## src/rtl/easyaxi_rd_slv.sv

```systemverilog
// AXI4 read-channel responder: accepts one AR burst at a time and answers it with
// address-derived beat data, flagging illegal bursts and out-of-window beats with SLVERR.
module easyaxi_rd_slv #(
    parameter int                    ID_WIDTH   = 4,
    parameter int                    ADDR_WIDTH = 32,
    parameter int                    DATA_WIDTH = 32,
    parameter logic [ADDR_WIDTH-1:0] MEM_BASE   = 32'h0000_0000,
    parameter int unsigned           MEM_SIZE   = 4096
) (
    input  logic                  clk,
    input  logic                  rst_n,
    input  logic [ID_WIDTH-1:0]   axi_slv_arid,
    input  logic [ADDR_WIDTH-1:0] axi_slv_araddr,
    input  logic [7:0]            axi_slv_arlen,
    input  logic [2:0]            axi_slv_arsize,
    input  logic [1:0]            axi_slv_arburst,
    input  logic                  axi_slv_arvalid,
    output logic                  axi_slv_arready,
    output logic [ID_WIDTH-1:0]   axi_slv_rid,
    output logic [DATA_WIDTH-1:0] axi_slv_rdata,
    output logic [1:0]            axi_slv_rresp,
    output logic                  axi_slv_rlast,
    output logic                  axi_slv_rvalid,
    input  logic                  axi_slv_rready
);

    localparam int MAX_SIZE = $clog2(DATA_WIDTH/8);

    typedef enum logic {IDLE, BURST} state_t;

    state_t                state_q, state_d;
    logic [ADDR_WIDTH-1:0] addr_q;
    logic [7:0]            len_q, cnt_q;
    logic [2:0]            size_q;
    logic [1:0]            burst_q;
    logic                  berr_q;

    logic                  ar_hs, r_hs, ar_err;
    logic [ADDR_WIDTH-1:0] bytes, total, wrap_lower, seq_addr, nxt_addr;
    logic [ADDR_WIDTH-1:0] beat_addr, beat_off;
    logic                  beat_err;

    assign ar_hs = axi_slv_arvalid & axi_slv_arready;
    assign r_hs  = axi_slv_rvalid & axi_slv_rready;

    assign ar_err = (axi_slv_arburst == 2'b11) ||
                    (axi_slv_arburst == 2'b10 &&
                     !(axi_slv_arlen inside {8'd1, 8'd3, 8'd7, 8'd15})) ||
                    (axi_slv_arsize > 3'(MAX_SIZE));

    // Address of the following beat; the WRAP mask relies on total being a
    // power of two, which holds for every burst that is not already SLVERR.
    always_comb begin
        bytes      = ADDR_WIDTH'(1) << size_q;
        total      = bytes * (ADDR_WIDTH'(len_q) + ADDR_WIDTH'(1));
        wrap_lower = addr_q & ~(total - ADDR_WIDTH'(1));
        seq_addr   = addr_q + bytes;
        case (burst_q)
            2'b01:   nxt_addr = (addr_q & ~(bytes - ADDR_WIDTH'(1))) + bytes;
            2'b10:   nxt_addr = (seq_addr == wrap_lower + total) ? wrap_lower : seq_addr;
            default: nxt_addr = addr_q;
        endcase
    end

    // In IDLE the beat being prepared is beat 0 of the incoming request.
    always_comb begin
        beat_addr = (state_q == IDLE) ? axi_slv_araddr : nxt_addr;
        beat_off  = beat_addr - MEM_BASE;
        beat_err  = ((state_q == IDLE) ? ar_err : berr_q) ||
                    (beat_addr < MEM_BASE) || (beat_off >= ADDR_WIDTH'(MEM_SIZE));
    end

    always_ff @(posedge clk or negedge rst_n) begin
        if (!rst_n) state_q <= IDLE;
        else        state_q <= state_d;
    end

    always_comb begin
        state_d = state_q;
        case (state_q)
            IDLE:    if (ar_hs) state_d = BURST;
            BURST:   if (r_hs && axi_slv_rlast) state_d = IDLE;
            default: state_d = IDLE;
        endcase
    end

    always_ff @(posedge clk or negedge rst_n) begin
        if (!rst_n) begin
            axi_slv_arready <= 1'b0;
            axi_slv_rvalid  <= 1'b0;
            axi_slv_rlast   <= 1'b0;
            axi_slv_rresp   <= 2'b00;
            axi_slv_rid     <= '0;
            axi_slv_rdata   <= '0;
            addr_q          <= '0;
            len_q           <= '0;
            cnt_q           <= '0;
            size_q          <= '0;
            burst_q         <= '0;
            berr_q          <= 1'b0;
        end else begin
            case (state_q)
                IDLE: begin
                    if (ar_hs) begin
                        addr_q          <= axi_slv_araddr;
                        len_q           <= axi_slv_arlen;
                        size_q          <= axi_slv_arsize;
                        burst_q         <= axi_slv_arburst;
                        berr_q          <= ar_err;
                        cnt_q           <= '0;
                        axi_slv_arready <= 1'b0;
                        axi_slv_rvalid  <= 1'b1;
                        axi_slv_rid     <= axi_slv_arid;
                        axi_slv_rlast   <= (axi_slv_arlen == 8'd0);
                        axi_slv_rresp   <= beat_err ? 2'b10 : 2'b00;
                        axi_slv_rdata   <= beat_err ? '0 : DATA_WIDTH'(beat_addr);
                    end else begin
                        axi_slv_arready <= 1'b1;
                    end
                end
                BURST: begin
                    if (r_hs) begin
                        if (axi_slv_rlast) begin
                            axi_slv_rvalid  <= 1'b0;
                            axi_slv_rlast   <= 1'b0;
                            axi_slv_arready <= 1'b1;
                        end else begin
                            cnt_q         <= cnt_q + 8'd1;
                            addr_q        <= nxt_addr;
                            axi_slv_rlast <= (cnt_q + 8'd1 == len_q);
                            axi_slv_rresp <= beat_err ? 2'b10 : 2'b00;
                            axi_slv_rdata <= beat_err ? '0 : DATA_WIDTH'(beat_addr);
                        end
                    end
                end
                default: ;
            endcase
        end
    end

endmodule
```

## config.mk

```make
export PLATFORM = sky130hd
export DESIGN_NAME = easyaxi_rd_slv
export DESIGN_NICKNAME = d
export VERILOG_FILES = /design/src/rtl/easyaxi_rd_slv.sv
export SDC_FILE = /design/constraint.sdc
export NUM_CORES = 1
export LEC_CHECK = 0
export CAP_MARGIN = 40
export CELL_PAD_IN_SITES_DETAIL_PLACEMENT = 2
export CELL_PAD_IN_SITES_GLOBAL_PLACEMENT = 2
export CORE_MARGIN = 2
export CORE_UTILIZATION = 36
export CTS_CLUSTER_DIAMETER = 120
export DETAILED_ROUTE_END_ITERATION = 10
export PLACE_DENSITY = 0.86
export REMOVE_ABC_BUFFERS = 1
export SLEW_MARGIN = 20
export SYNTH_ARGS = -nofsm -noshare
export SYNTH_HDL_FRONTEND = slang
export SYNTH_SLANG_ARGS = --single-unit
```

## constraint.sdc

```tcl
create_clock -name clk -period 11.2 [get_ports clk]
set_input_delay 1.68 -clock clk [delete_from_list [all_inputs] [get_ports clk]]
set_output_delay 1.68 -clock clk [all_outputs]
set_load 0.03 [all_outputs]
```

==> results.sh <==
export IMPL_whs_path_depth=2
export IMPL_fin_crit_sh_pct=96.9
export IMPL_final_common_cell="nand2_1"
export IMPL_worst_r2r_path_depth=40
export IMPL_netlist_area_um2=13300
export IMPL_finClkSkew_ps=20.5
export IMPL_cp_max_fo=14
export IMPL_first_pass_iters=5
export IMPL_holdPathEnd="axi_slv_rdata[10]"
export IMPL_yosys_area_share_simple_pct=28.5
export IMPL_finalInstanceArea_um2=15100
export IMPL_tns_ps=0
export IMPL_routed_wl_um=65700
export IMPL_grt_pass1_vias=16200
export IMPL_worst_pin_slew_ps=857
export IMPL_syn_inst=1746
export IMPL_portBuffers=92
export IMPL_clock_latency_ps=380
export IMPL_r2r_start="size_q[2]"
export IMPL_drive_gt1_share_pct=9.56
export IMPL_htree_levels=3
export IMPL_clock_sinks=95
export IMPL_slew_headroom_pct=42.4
export IMPL_drt_iter0_drc=1244
export IMPL_worstSetupPathType="reg2reg"
export IMPL_startpoint_type="flip-flop"
export IMPL_layoutNonFillerInstCount=2256
export IMPL_min_period_ps=10850
export IMPL_grt_usage_pct=32.6
export IMPL_max_cap_violations=0
export IMPL_dieWidth_um=196
export IMPL_dieArea_um2=38500
export IMPL_clock_fmax_ghz=0.0922
export IMPL_hold_violations=0
export IMPL_async_reset_ff_share_pct=100
export IMPL_place_hpwl_um=49300
export IMPL_reg2reg_slack_ps=350
export IMPL_ios=94
export IMPL_synth_edff_count=0
export IMPL_r2r_end="axi_slv_rresp[1]"
export IMPL_grt_pass1_wl_um=97400
export IMPL_dp_cells=2228
export IMPL_hold_buffers=0
export IMPL_layout_common_cells="nand2_1 (192), nor2_1 (137), inv_1 (102)"
export IMPL_yosys_area_share_xor_xnor_pct=7.17
export IMPL_multi_input_area_um2=10100
export IMPL_setup_viol=0
export IMPL_slowest_delay_ps=650
export IMPL_muxShareOfSynthArea_pct=3.29
export IMPL_critPathRequiredTime_ps=11460
export IMPL_start_util_pct=36.4
export IMPL_gp_congestion=0.988
export IMPL_register_area_um2=2380
export IMPL_synth_seq_cells=95
export IMPL_die_h_um=196
export IMPL_worstHoldStart="axi_slv_rdata[10]"
export IMPL_diodes=0
export IMPL_layout_setup_ws_ps=352
export IMPL_ys_warn_count=0
export IMPL_synthAdderAreaFrac_pct=12.5
export IMPL_grt_max_degree=60
export IMPL_antenna_found_initial=1
export IMPL_synth_seq_area_share_pct=17.9
export IMPL_slew_violations=0
export IMPL_synth_area_per_cell_um2=7.62
export IMPL_via_count=14900
export IMPL_core_area_um2=36500
export IMPL_via_per_inst=6.61
export IMPL_nNetsFinal=1942
export IMPL_root_buffer="clkbuf_16"
export IMPL_wl_per_cell_um=29.1
export IMPL_cp_arrival_ps=11110
export IMPL_cts_made_buffers=9
export IMPL_post_route_drc_count=0
export IMPL_hp_class="reg2reg"
export IMPL_synth_compound_area_share_pct=23.9
export IMPL_syn_to_final_growth_pct=13.4
export IMPL_path_clk_slew_ps=90
export IMPL_place_ws_ps=63.5
export IMPL_drt_antenna_violating_nets=0
export IMPL_status="finished, final reports clean"
export IMPL_rows=70
export IMPL_synth_top_family_by_area="simple AND/OR/NAND/NOR gates"
export IMPL_fillers=4145
export IMPL_overflow=0
export IMPL_end_kind="flip-flop"
export IMPL_dpl_cell_area_um2=14600
export IMPL_cp_slowest_cell="or4_4"
export IMPL_yosysUniqueCellTypes=105
export IMPL_clockBufferDepth=2
export IMPL_synthFlopType="dfrtp_1"
export IMPL_tritoncts="done"
logic make-up after synthesis:
logic type / Yosys count
AO/OA/AOI/OAI: 457
XOR/XNOR: 108
adder cells (fa/ha/maj): 106
buffers and inverters: 223
flip-flops: 95
multiplexers: 41
other: 1
AND/OR/NAND/NOR: 715
cell type report:
type / instances / area share (%)
Clock buffer: 9 / 1.49
Tap cell: 468 / 3.88
Clock inverter: 7 / 0.539
Sequential cell: 95 / 15.8
Inverter: 108 / 2.69
Multi-Input combinational cell: 1429 / 67.0
Timing Repair Buffer: 140 / 8.56
worst max-delay path by stage:
stage / cells after the start / from / end / slack, ps
after floorplan: 36 / size_q[0] / axi_slv_rresp[1] / 1320
after global placement: 36 / len_q[1] / axi_slv_rresp[1] / 540
after detailed placement: 38 / len_q[1] / axi_slv_rresp[1] / 60
after CTS: 36 / len_q[1] / axi_slv_rresp[1] / 40
after global routing: 37 / size_q[2] / axi_slv_rresp[1] / -80
final: 40 / size_q[2] / axi_slv_rresp[1] / 350
Yosys cell counts (14+ instances only):
| library cell | number | area, um^2 |
|---|---|---|
| a211oi_1 | 15 | 113 |
| a21o_1 | 19 | 143 |
| a21oi_1 | 92 | 460 |
| a31oi_1 | 28 | 175 |
| and2_1 | 19 | 119 |
| and3_1 | 49 | 307 |
| clkbuf_1 | 88 | 330 |
| dfrtp_1 | 95 | 2380 |
| fa_1 | 44 | 881 |
| ha_1 | 62 | 776 |
| inv_1 | 102 | 383 |
| mux2_2 | 21 | 236 |
| mux2i_1 | 19 | 190 |
| nand2_1 | 192 | 721 |
| nand2b_1 | 25 | 156 |
| nand3_1 | 78 | 390 |
| nand4_1 | 42 | 263 |
| nor2_1 | 138 | 518 |
| nor2b_1 | 14 | 87.6 |
| nor3_1 | 35 | 175 |
| nor4_1 | 25 | 156 |
| o211ai_1 | 16 | 120 |
| o21a_1 | 16 | 120 |
| o21ai_0 | 91 | 455 |
| o22ai_1 | 15 | 93.8 |
| xnor2_1 | 68 | 596 |
| xor2_1 | 39 | 342 |
metal layers:
metal | share of wire (%) | track usage [%]
met3 | 5.2 | 3.97
met2 | 50 | 59.4
met4 | 5.5 | 16.1
met1 | 39 | 37.6
met5 | 0.020 | 0
critical path: cells and delay by family, from the launching register on:
| kind | cells | cell delay [ps] |
|---|---|---|
| and+or+nand+nor | 13 | 3300 |
| xor gates and xnor gates | 1 | 120 |
| DFF | 1 | 600 |
| adders and majority gates | 6 | 2900 |
| buffers and inverters | 12 | 1630 |
| AOI/OAI and AO/OA | 8 | 2180 |
state kept, by name, indices dropped and copies added (netlist names):
register and flops:
addr_q 32, axi_slv_rdata 32, cnt_q 8, len_q 8, axi_slv_rid 4, size_q 3, burst_q 2, axi_slv_arready 1
axi_slv_rlast 1, axi_slv_rresp 1, axi_slv_rvalid 1, berr_q 1, state_q 1
repair_timing:
item | in CTS | in global routing
setup buffers | 0 | 7
hold endpoints to repair | 0 | 0
endpoints found under the setup margin | 0 | 20
resized for setup | 0 | 26
through the flow:
step	hold WS, ps	util [%]
after global routing	531	41.3
final	515	41.3
after CTS	509	40.8
after detailed placement	482	39.9
after global placement	467	39.9
after floorplan	464	-
Power is not shown: default switching activity piles up to over one toggle a cycle in this logic, so the estimate is an artifact.
